## src/rtl/alu_pkg.sv

```systemverilog
// rtl/alu_pkg.sv - shared encodings and decode helpers for the ALU control block
package alu_pkg;

  // ALU operation select values
  localparam logic [3:0] OP_AND    = 4'h0;
  localparam logic [3:0] OP_OR     = 4'h1;
  localparam logic [3:0] OP_ADD    = 4'h2;
  localparam logic [3:0] OP_XOR    = 4'h3;
  localparam logic [3:0] OP_SUB    = 4'h6;
  localparam logic [3:0] OP_SLT    = 4'h7;
  localparam logic [3:0] OP_SLL    = 4'h8;
  localparam logic [3:0] OP_SRL    = 4'h9;
  localparam logic [3:0] OP_SRA    = 4'hA;
  localparam logic [3:0] OP_NOR    = 4'hC;
  localparam logic [3:0] OP_MULDIV = 4'hF;

  // Main-control instruction classes
  localparam logic [2:0] ALUOP_ADD   = 3'b000;
  localparam logic [2:0] ALUOP_SUB   = 3'b001;
  localparam logic [2:0] ALUOP_RTYPE = 3'b010;
  localparam logic [2:0] ALUOP_ANDI  = 3'b011;
  localparam logic [2:0] ALUOP_ORI   = 3'b100;
  localparam logic [2:0] ALUOP_SLTI  = 3'b101;
  localparam logic [2:0] ALUOP_XORI  = 3'b110;
  localparam logic [2:0] ALUOP_AND   = 3'b111;

  // R-type function codes
  localparam logic [5:0] F_SLL   = 6'b000000;
  localparam logic [5:0] F_SRL   = 6'b000010;
  localparam logic [5:0] F_SRA   = 6'b000011;
  localparam logic [5:0] F_MULT  = 6'b011000;
  localparam logic [5:0] F_MULTU = 6'b011001;
  localparam logic [5:0] F_DIV   = 6'b011010;
  localparam logic [5:0] F_DIVU  = 6'b011011;
  localparam logic [5:0] F_ADD   = 6'b100000;
  localparam logic [5:0] F_ADDU  = 6'b100001;
  localparam logic [5:0] F_SUB   = 6'b100010;
  localparam logic [5:0] F_SUBU  = 6'b100011;
  localparam logic [5:0] F_AND   = 6'b100100;
  localparam logic [5:0] F_OR    = 6'b100101;
  localparam logic [5:0] F_XOR   = 6'b100110;
  localparam logic [5:0] F_NOR   = 6'b100111;
  localparam logic [5:0] F_SLT   = 6'b101010;

  typedef enum logic [1:0] {S_IDLE, S_RUN, S_FIX, S_DONE} state_t;

  // mult/multu/div/divu occupy 0110xx; bit 1 selects divide, bit 0 selects unsigned
  function automatic logic is_muldiv(input logic [5:0] f);
    return f[5:2] == 4'b0110;
  endfunction

  function automatic logic [3:0] decode_op(input logic [2:0] aluop, input logic [5:0] f);
    logic [3:0] op;
    op = OP_AND;
    case (aluop)
      ALUOP_ADD:  op = OP_ADD;
      ALUOP_SUB:  op = OP_SUB;
      ALUOP_ANDI: op = OP_AND;
      ALUOP_ORI:  op = OP_OR;
      ALUOP_SLTI: op = OP_SLT;
      ALUOP_XORI: op = OP_XOR;
      ALUOP_AND:  op = OP_AND;
      ALUOP_RTYPE: begin
        case (f)
          F_ADD, F_ADDU:                 op = OP_ADD;
          F_SUB, F_SUBU:                 op = OP_SUB;
          F_AND:                         op = OP_AND;
          F_OR:                          op = OP_OR;
          F_XOR:                         op = OP_XOR;
          F_NOR:                         op = OP_NOR;
          F_SLT:                         op = OP_SLT;
          F_SLL:                         op = OP_SLL;
          F_SRL:                         op = OP_SRL;
          F_SRA:                         op = OP_SRA;
          F_MULT, F_MULTU, F_DIV, F_DIVU: op = OP_MULDIV;
          default:                       op = OP_AND;
        endcase
      end
      default: op = OP_AND;
    endcase
    return op;
  endfunction

endpackage

```

## src/rtl/muldiv_iter.sv

```systemverilog
// rtl/muldiv_iter.sv - one-bit-per-cycle unsigned shift-add multiply / restoring divide
module muldiv_iter
  import alu_pkg::*;
#(
  parameter int WIDTH = 32
) (
  input  logic                 clk,
  input  logic                 reset,
  input  logic                 load,
  input  logic                 div_mode,
  input  logic                 step,
  input  logic [WIDTH-1:0]     op_a,
  input  logic [WIDTH-1:0]     op_b,
  output logic                 last,
  output logic [2*WIDTH-1:0]   acc
);

  localparam int CW = $clog2(WIDTH + 1);

  // acc holds {partial product, multiplier} for mul and {remainder, quotient} for div
  logic [CW-1:0]      count;
  logic               mode_div;
  logic [WIDTH-1:0]   operand_b;
  logic [WIDTH:0]     add_sum;
  logic [WIDTH:0]     shifted;
  logic [WIDTH:0]     sub_diff;
  logic [2*WIDTH-1:0] acc_next;

  assign last = (count == CW'(1));

  // single iteration: conditional add then shift right, or shift left then trial subtract
  always_comb begin
    add_sum  = {1'b0, acc[2*WIDTH-1:WIDTH]} + {1'b0, operand_b};
    shifted  = {acc[2*WIDTH-1:WIDTH], acc[WIDTH-1]};
    sub_diff = shifted - {1'b0, operand_b};
    acc_next = acc;
    if (mode_div) begin
      if (!sub_diff[WIDTH])
        acc_next = {sub_diff[WIDTH-1:0], acc[WIDTH-2:0], 1'b1};
      else
        acc_next = {shifted[WIDTH-1:0], acc[WIDTH-2:0], 1'b0};
    end else begin
      if (acc[0])
        acc_next = {add_sum, acc[WIDTH-1:1]};
      else
        acc_next = {1'b0, acc[2*WIDTH-1:1]};
    end
  end

  // operand load and per-cycle iteration with countdown
  always_ff @(posedge clk) begin
    if (reset) begin
      count     <= '0;
      mode_div  <= 1'b0;
      operand_b <= '0;
      acc       <= '0;
    end else if (load) begin
      count     <= CW'(WIDTH);
      mode_div  <= div_mode;
      operand_b <= op_b;
      acc       <= {{WIDTH{1'b0}}, op_a};
    end else if (step && count != '0) begin
      acc   <= acc_next;
      count <= count - 1'b1;
    end
  end

endmodule

```

## src/rtl/alu_control_mc.sv

```systemverilog
// rtl/alu_control_mc.sv - ALU control decode with iterative mul/div engine and HI/LO
module alu_control_mc
  import alu_pkg::*;
#(
  parameter int WIDTH = 32,
  parameter int OPW   = 4
) (
  input  logic             clk,
  input  logic             reset,
  input  logic             start,
  input  logic [2:0]       ALUop,
  input  logic [5:0]       func,
  input  logic [WIDTH-1:0] a,
  input  logic [WIDTH-1:0] b,
  output logic [OPW-1:0]   operation,
  output logic             busy,
  output logic             done,
  output logic [WIDTH-1:0] hi,
  output logic [WIDTH-1:0] lo
);

  state_t             state;
  logic               launch;
  logic               div_zero;
  logic               signed_op;
  logic               sign_a;
  logic               sign_b;
  logic [WIDTH-1:0]   mag_a;
  logic [WIDTH-1:0]   mag_b;
  logic               is_div_q;
  logic               neg_res;
  logic               neg_rem;
  logic               eng_last;
  logic [2*WIDTH-1:0] eng_acc;
  logic [WIDTH-1:0]   fix_hi;
  logic [WIDTH-1:0]   fix_lo;

  assign operation = OPW'(decode_op(ALUop, func));

  // launch qualification and operand magnitudes; unsigned ops pass operands raw
  always_comb begin
    launch    = start && (ALUop == ALUOP_RTYPE) && is_muldiv(func) &&
                (state == S_IDLE || state == S_DONE);
    div_zero  = func[1] && (b == '0);
    signed_op = !func[0];
    sign_a    = signed_op && a[WIDTH-1];
    sign_b    = signed_op && b[WIDTH-1];
    mag_a     = sign_a ? -a : a;
    mag_b     = sign_b ? -b : b;
  end

  muldiv_iter #(.WIDTH(WIDTH)) u_engine (
    .clk      (clk),
    .reset    (reset),
    .load     (launch && !div_zero),
    .div_mode (func[1]),
    .step     (state == S_RUN),
    .op_a     (mag_a),
    .op_b     (mag_b),
    .last     (eng_last),
    .acc      (eng_acc)
  );

  // sign correction of the magnitude result; remainder follows the dividend's sign
  always_comb begin
    if (is_div_q) begin
      fix_lo = neg_res ? -eng_acc[WIDTH-1:0] : eng_acc[WIDTH-1:0];
      fix_hi = neg_rem ? -eng_acc[2*WIDTH-1:WIDTH] : eng_acc[2*WIDTH-1:WIDTH];
    end else begin
      {fix_hi, fix_lo} = neg_res ? -eng_acc : eng_acc;
    end
  end

  // control FSM with registered busy/done and HI/LO writeback
  always_ff @(posedge clk) begin
    if (reset) begin
      state    <= S_IDLE;
      busy     <= 1'b0;
      done     <= 1'b0;
      hi       <= '0;
      lo       <= '0;
      is_div_q <= 1'b0;
      neg_res  <= 1'b0;
      neg_rem  <= 1'b0;
    end else begin
      case (state)
        S_IDLE, S_DONE: begin
          if (launch) begin
            is_div_q <= func[1];
            neg_res  <= sign_a ^ sign_b;
            neg_rem  <= func[1] && sign_a;
            if (div_zero) begin
              hi    <= a;
              lo    <= '1;
              state <= S_DONE;
              busy  <= 1'b0;
              done  <= 1'b1;
            end else begin
              state <= S_RUN;
              busy  <= 1'b1;
              done  <= 1'b0;
            end
          end else begin
            state <= S_IDLE;
            busy  <= 1'b0;
            done  <= 1'b0;
          end
        end
        S_RUN: begin
          if (eng_last) state <= S_FIX;
        end
        S_FIX: begin
          hi    <= fix_hi;
          lo    <= fix_lo;
          state <= S_DONE;
          busy  <= 1'b0;
          done  <= 1'b1;
        end
        default: begin
          state <= S_IDLE;
          busy  <= 1'b0;
          done  <= 1'b0;
        end
      endcase
    end
  end

endmodule

```

## config.mk

```make
export PLATFORM = sky130hd
export DESIGN_NAME = alu_control_mc
export DESIGN_NICKNAME = d
export VERILOG_FILES = /design/src/rtl/alu_pkg.sv /design/src/rtl/muldiv_iter.sv /design/src/rtl/alu_control_mc.sv
export SDC_FILE = /design/constraint.sdc
export NUM_CORES = 1
export LEC_CHECK = 0
export BUFFER_PORTS_ARGS = -buffer_cell sky130_fd_sc_hd__buf_2
export CAP_MARGIN = 20
export CORE_UTILIZATION = 62
export CTS_BUF_LIST = sky130_fd_sc_hd__clkbuf_8
export DETAILED_ROUTE_END_ITERATION = 7
export HOLD_SLACK_MARGIN = 0.03
export MAX_ROUTING_LAYER = met4
export PLACE_DENSITY = 0.83
export SKIP_LAST_GASP = 1
export SYNTH_ARGS = -nofsm -noshare
export SYNTH_HDL_FRONTEND = slang
export SYNTH_SLANG_ARGS = --single-unit
```

## constraint.sdc

```tcl
create_clock -name clk -period 3.6 [get_ports clk]
set_input_delay 0.18 -clock clk [delete_from_list [all_inputs] [get_ports clk]]
set_output_delay 0.18 -clock clk [all_outputs]
set_load 0.02 [all_outputs]
```

==> key figures <==
Cells and area
  • Final Core Density: 71.1%
  • Fin nets: 2,228
  • Share of cells above drive strength 1: ~15%
  • Synth-to-layout area growth: 11.4%
  • Final instance area: between 15,000 and 20,000 um2

Clock network
  • H-tree depth: 4
  • CTS tree: built
  • CTS max path bufs: 2
  • CTS sink cnt: 174
  • Worst-path clk slew: 0.11 ns
  • Clk root buf: clkbuf_8
  • Worst skew pair latency: 0.50 ns
  • CTS buffer count: 17

Logic synthesis
  • Count of cell types in the netlist: between 80 and 90
  • Post-synth EDFFs: 0
  • Asr flop ratio synth: 0%
  • Post-Syn Nets: 2,119
  • Syn avg cell area: 7.45 um2
  • Syn Inst Count: 1,964
  • Warnings, synthesis: 0
  • Post-Syn Area: 14,600 um2
  • Dominant cell type by area after synthesis: dfxtp_1
  • Synth top area cells: dfxtp_1, a21oi_1, ha_1
  • #FFs+latches synth: 174
  • Register area share after synthesis: 23.8%
  • Synth top area share: 23.8%
  • Top FF cell, synth: dfxtp_1

Worst setup path
  • WP buf/inv: 2
  • CP Data Arrival Time: between 3 and 4 ns
  • Critical path type: reg2reg
  • Req. time, crit path: 3.99 ns
  • Critical Path, Cell by Cell: inv_1 -> ha_1 -> fa_1 -> nor2b_1 -> o211ai_1 -> a21oi_2 -> nor3_2 -> o211ai_2 -> nand3_1 -> o211ai_4 -> buf_4 -> mux2i_1 -> a221oi_1 -> a31o_2
  • Max incr delay on CP: about 0.43 ns
  • Max stage delay cell, worst path: dfxtp_1
  • Internal reg-to-reg setup slack: 0.20 ns
  • Max Fanout on Critical Path: 15
  • CP Capture Type: flip-flop
  • Critical path's top delay family: compound AO/OA/AOI/OAI gates
  • Worst setup SP type: flip-flop

Die
  • Full die area: approximately 24,000 um2
  • Die Span Y: approximately 160 um
  • Std-Cell Rows: 55
  • Die width: about 160 um
  • Core region area: 22,900 um2
  • Initial Util: 63.8%
  • # IOs: 146

Placement
  • Final HPWL DP: 36.0 mm
  • Number of port buffers: 145
  • Placed Area: 15,700 um2
  • Routability congestion estimate: 1.04

Global routing
  • Global-route wire length before repair: 75.4 mm
  • GR Overflow Total: 0
  • Antenna violations before repair: 1
  • Largest net degree at the start of global routing: 95
  • GRT Total Usage: between 40% and 50%
  • Vias in the first global route: about 14,000

Routing
  • Routed WL: 47.9 mm
  • DRC viols: 0
  • Antenna-violating nets left: 0
  • Initial detailed-routing violation count: ~1,400
  • Routed len/inst: around 20 um
  • Initial DRT Pass Iterations: 5
  • Routed vias/inst: 6.36
  • Vias: 15,300

Power and ir drop
  • Worst IR drop on VDD: 149 uV
  • Pleak: 6.95 nW
  • PD cells: 234 nW/um2
  • Pwr Total: about 3.8 mW

STA
  • Final Max Slew Viols: 0
  • Slew margin rel.: 27.8%
  • Final Hold Vio Count: 0
  • Maximum clock rate: 0.294 GHz
  • # setup viols final: 0
  • Tmin final: 3.40 ns
  • Worst clock skew: between 0.02 and 0.025 ns
  • Hold_ws: roughly 0.036 ns
  • Worst-margin pin slew: around 1.1 ns
  • Final period utilization: 94.5%

Status
  • Outcome: complete, no violations

Job
  • Max Cap Viol: 0

Hold path
  • HP Class: in2reg
==> worst register-to-register path: stages, from the launching register on <==
cell	delay, ns
dfxtp_1	0.43
inv_1	0.11
ha_1	0.24
fa_1	0.42
nor2b_1	0.20
o211ai_1	0.16
a21oi_2	0.28
nor3_2	0.13
o211ai_2	0.21
nand3_1	0.15
o211ai_4	0.14
buf_4	0.28
mux2i_1	0.22
a221oi_1	0.09
a31o_2	0.25
==> state kept, by name, summed over array words and instances, names as in the netlist, 2 cells and up <==
| signal | cells |
|---|---|
| u_engine.operand_b | 32 |
| u_engine.count | 6 |
| u_engine.acc | 64 |
| lo | 32 |
| state | 2 |
| hi | 32 |
==> logic make-up (layout without fill, tap and decap cells) <==
kind of cell / after synthesis / after routing / synth area share (%)
xor+xnor: 174 / 174 / 10.4
buf+inv: 203 / 324 / 5.75
fa+ha+maj: 80 / 80 / 6.93
other cells: 0 / 1 / 0
flops: 174 / 174 / 23.8
compound gates: 626 / 626 / 27.3
mux: 77 / 77 / 5.32
simple gates: 630 / 630 / 20.4
==> repair_timing <==
item,CTS,global route
hold buffers,16,1
gates resized for setup,1,9
pin swaps,0,0
endpoints found under the hold margin,18,1
setup buffers,0,0
endpoints found under the setup margin,2,25
==> stage by stage <==
step                cells  TNS, ns  setup WS, ns
floorplan            1964        0         0.603
global placement     2350        0         0.113
finish               2399        0         0.197
CTS                  2397        0        0.0910
global route         2399  -0.0338       -0.0338
detailed placement   2350  -0.0261       -0.0261
==> report_power, final <==
part / switching, mW / leakage, nW / total [mW] / internal, mW
clock: 0.902 / 0.192 / 1.42 / 0.516
sequential: 0.00666 / 1.40 / 1.94 / 1.93
combinational: 0.284 / 5.35 / 0.454 / 0.170
==> routing by layer <==
layer	up-vias	share of wire (%)	wire [um]	GRT usage, %
met5	-	0	0	-
met4	0	3.4	1620	15.2
met3	114	9.1	4360	7.53
met2	730	43	20800	61.1
met1	7137	44	21100	54.7
li1	7285	-	-	-
==> layout make-up <==
| cell class | instances | area, um2 |
|---|---|---|
| clock buffers | 17 | 234 |
| clock inverters | 14 | 146 |
| well taps | 313 | 392 |
| flip-flops and latches | 174 | 3490 |
| diodes | 1 | 2.50 |
| inverters | 68 | 255 |
| repair buffers | 225 | 1410 |
| fillers | 1997 | 6630 |
| multi-input cells | 1587 | 10400 |
==> synthesized netlist by cell type (all sizes together), types with 14 or more instances <==
library cell,count
nor4,23
o22ai,17
or3,19
mux2i,71
a21o,39
nor3,38
o31ai,24
o211ai,28
nor2,200
a21oi,236
xor2,81
nand2,215
nor2b,14
a311oi,17
a211oi,53
inv,68
o21ai,107
clkbuf,100
xnor2,93
or4,14
dfxtp,174
nand2b,15
nand3,34
buf,35
ha,77
a22o,14
==> placed cells by master, fill, tap and decap left out, drive strengths merged, types with 10 or more instances in the layout <==
cell / n
nand4: 13
nor4: 23
o211ai: 28
a22o: 14
ha: 77
nor3: 38
and3: 10
or4: 14
or3: 19
nand2b: 15
o22ai: 17
a211oi: 53
a31oi: 13
a21o: 39
nor2: 200
a311oi: 17
inv: 76
nand3: 34
nand2: 215
xnor2: 93
mux2i: 71
clkbuf: 17
o21ai: 107
nor2b: 14
xor2: 81
a21oi: 236
dfxtp: 174
buf: 208
dlygate4sd3: 17
o41ai: 13
o31ai: 24
==> worst paths after layout <==
path / end / from / depth (start not counted)
setup / recovery: u_engine.acc[53] / u_engine.acc[31] / 14
hold / removal: u_engine.operand_b[14] / b[14] / 4
setup reg to reg: u_engine.acc[53] / u_engine.acc[31] / 14
hold reg to reg: hi[15] / hi[15] / 2
(Power assumes the default switching activity.)
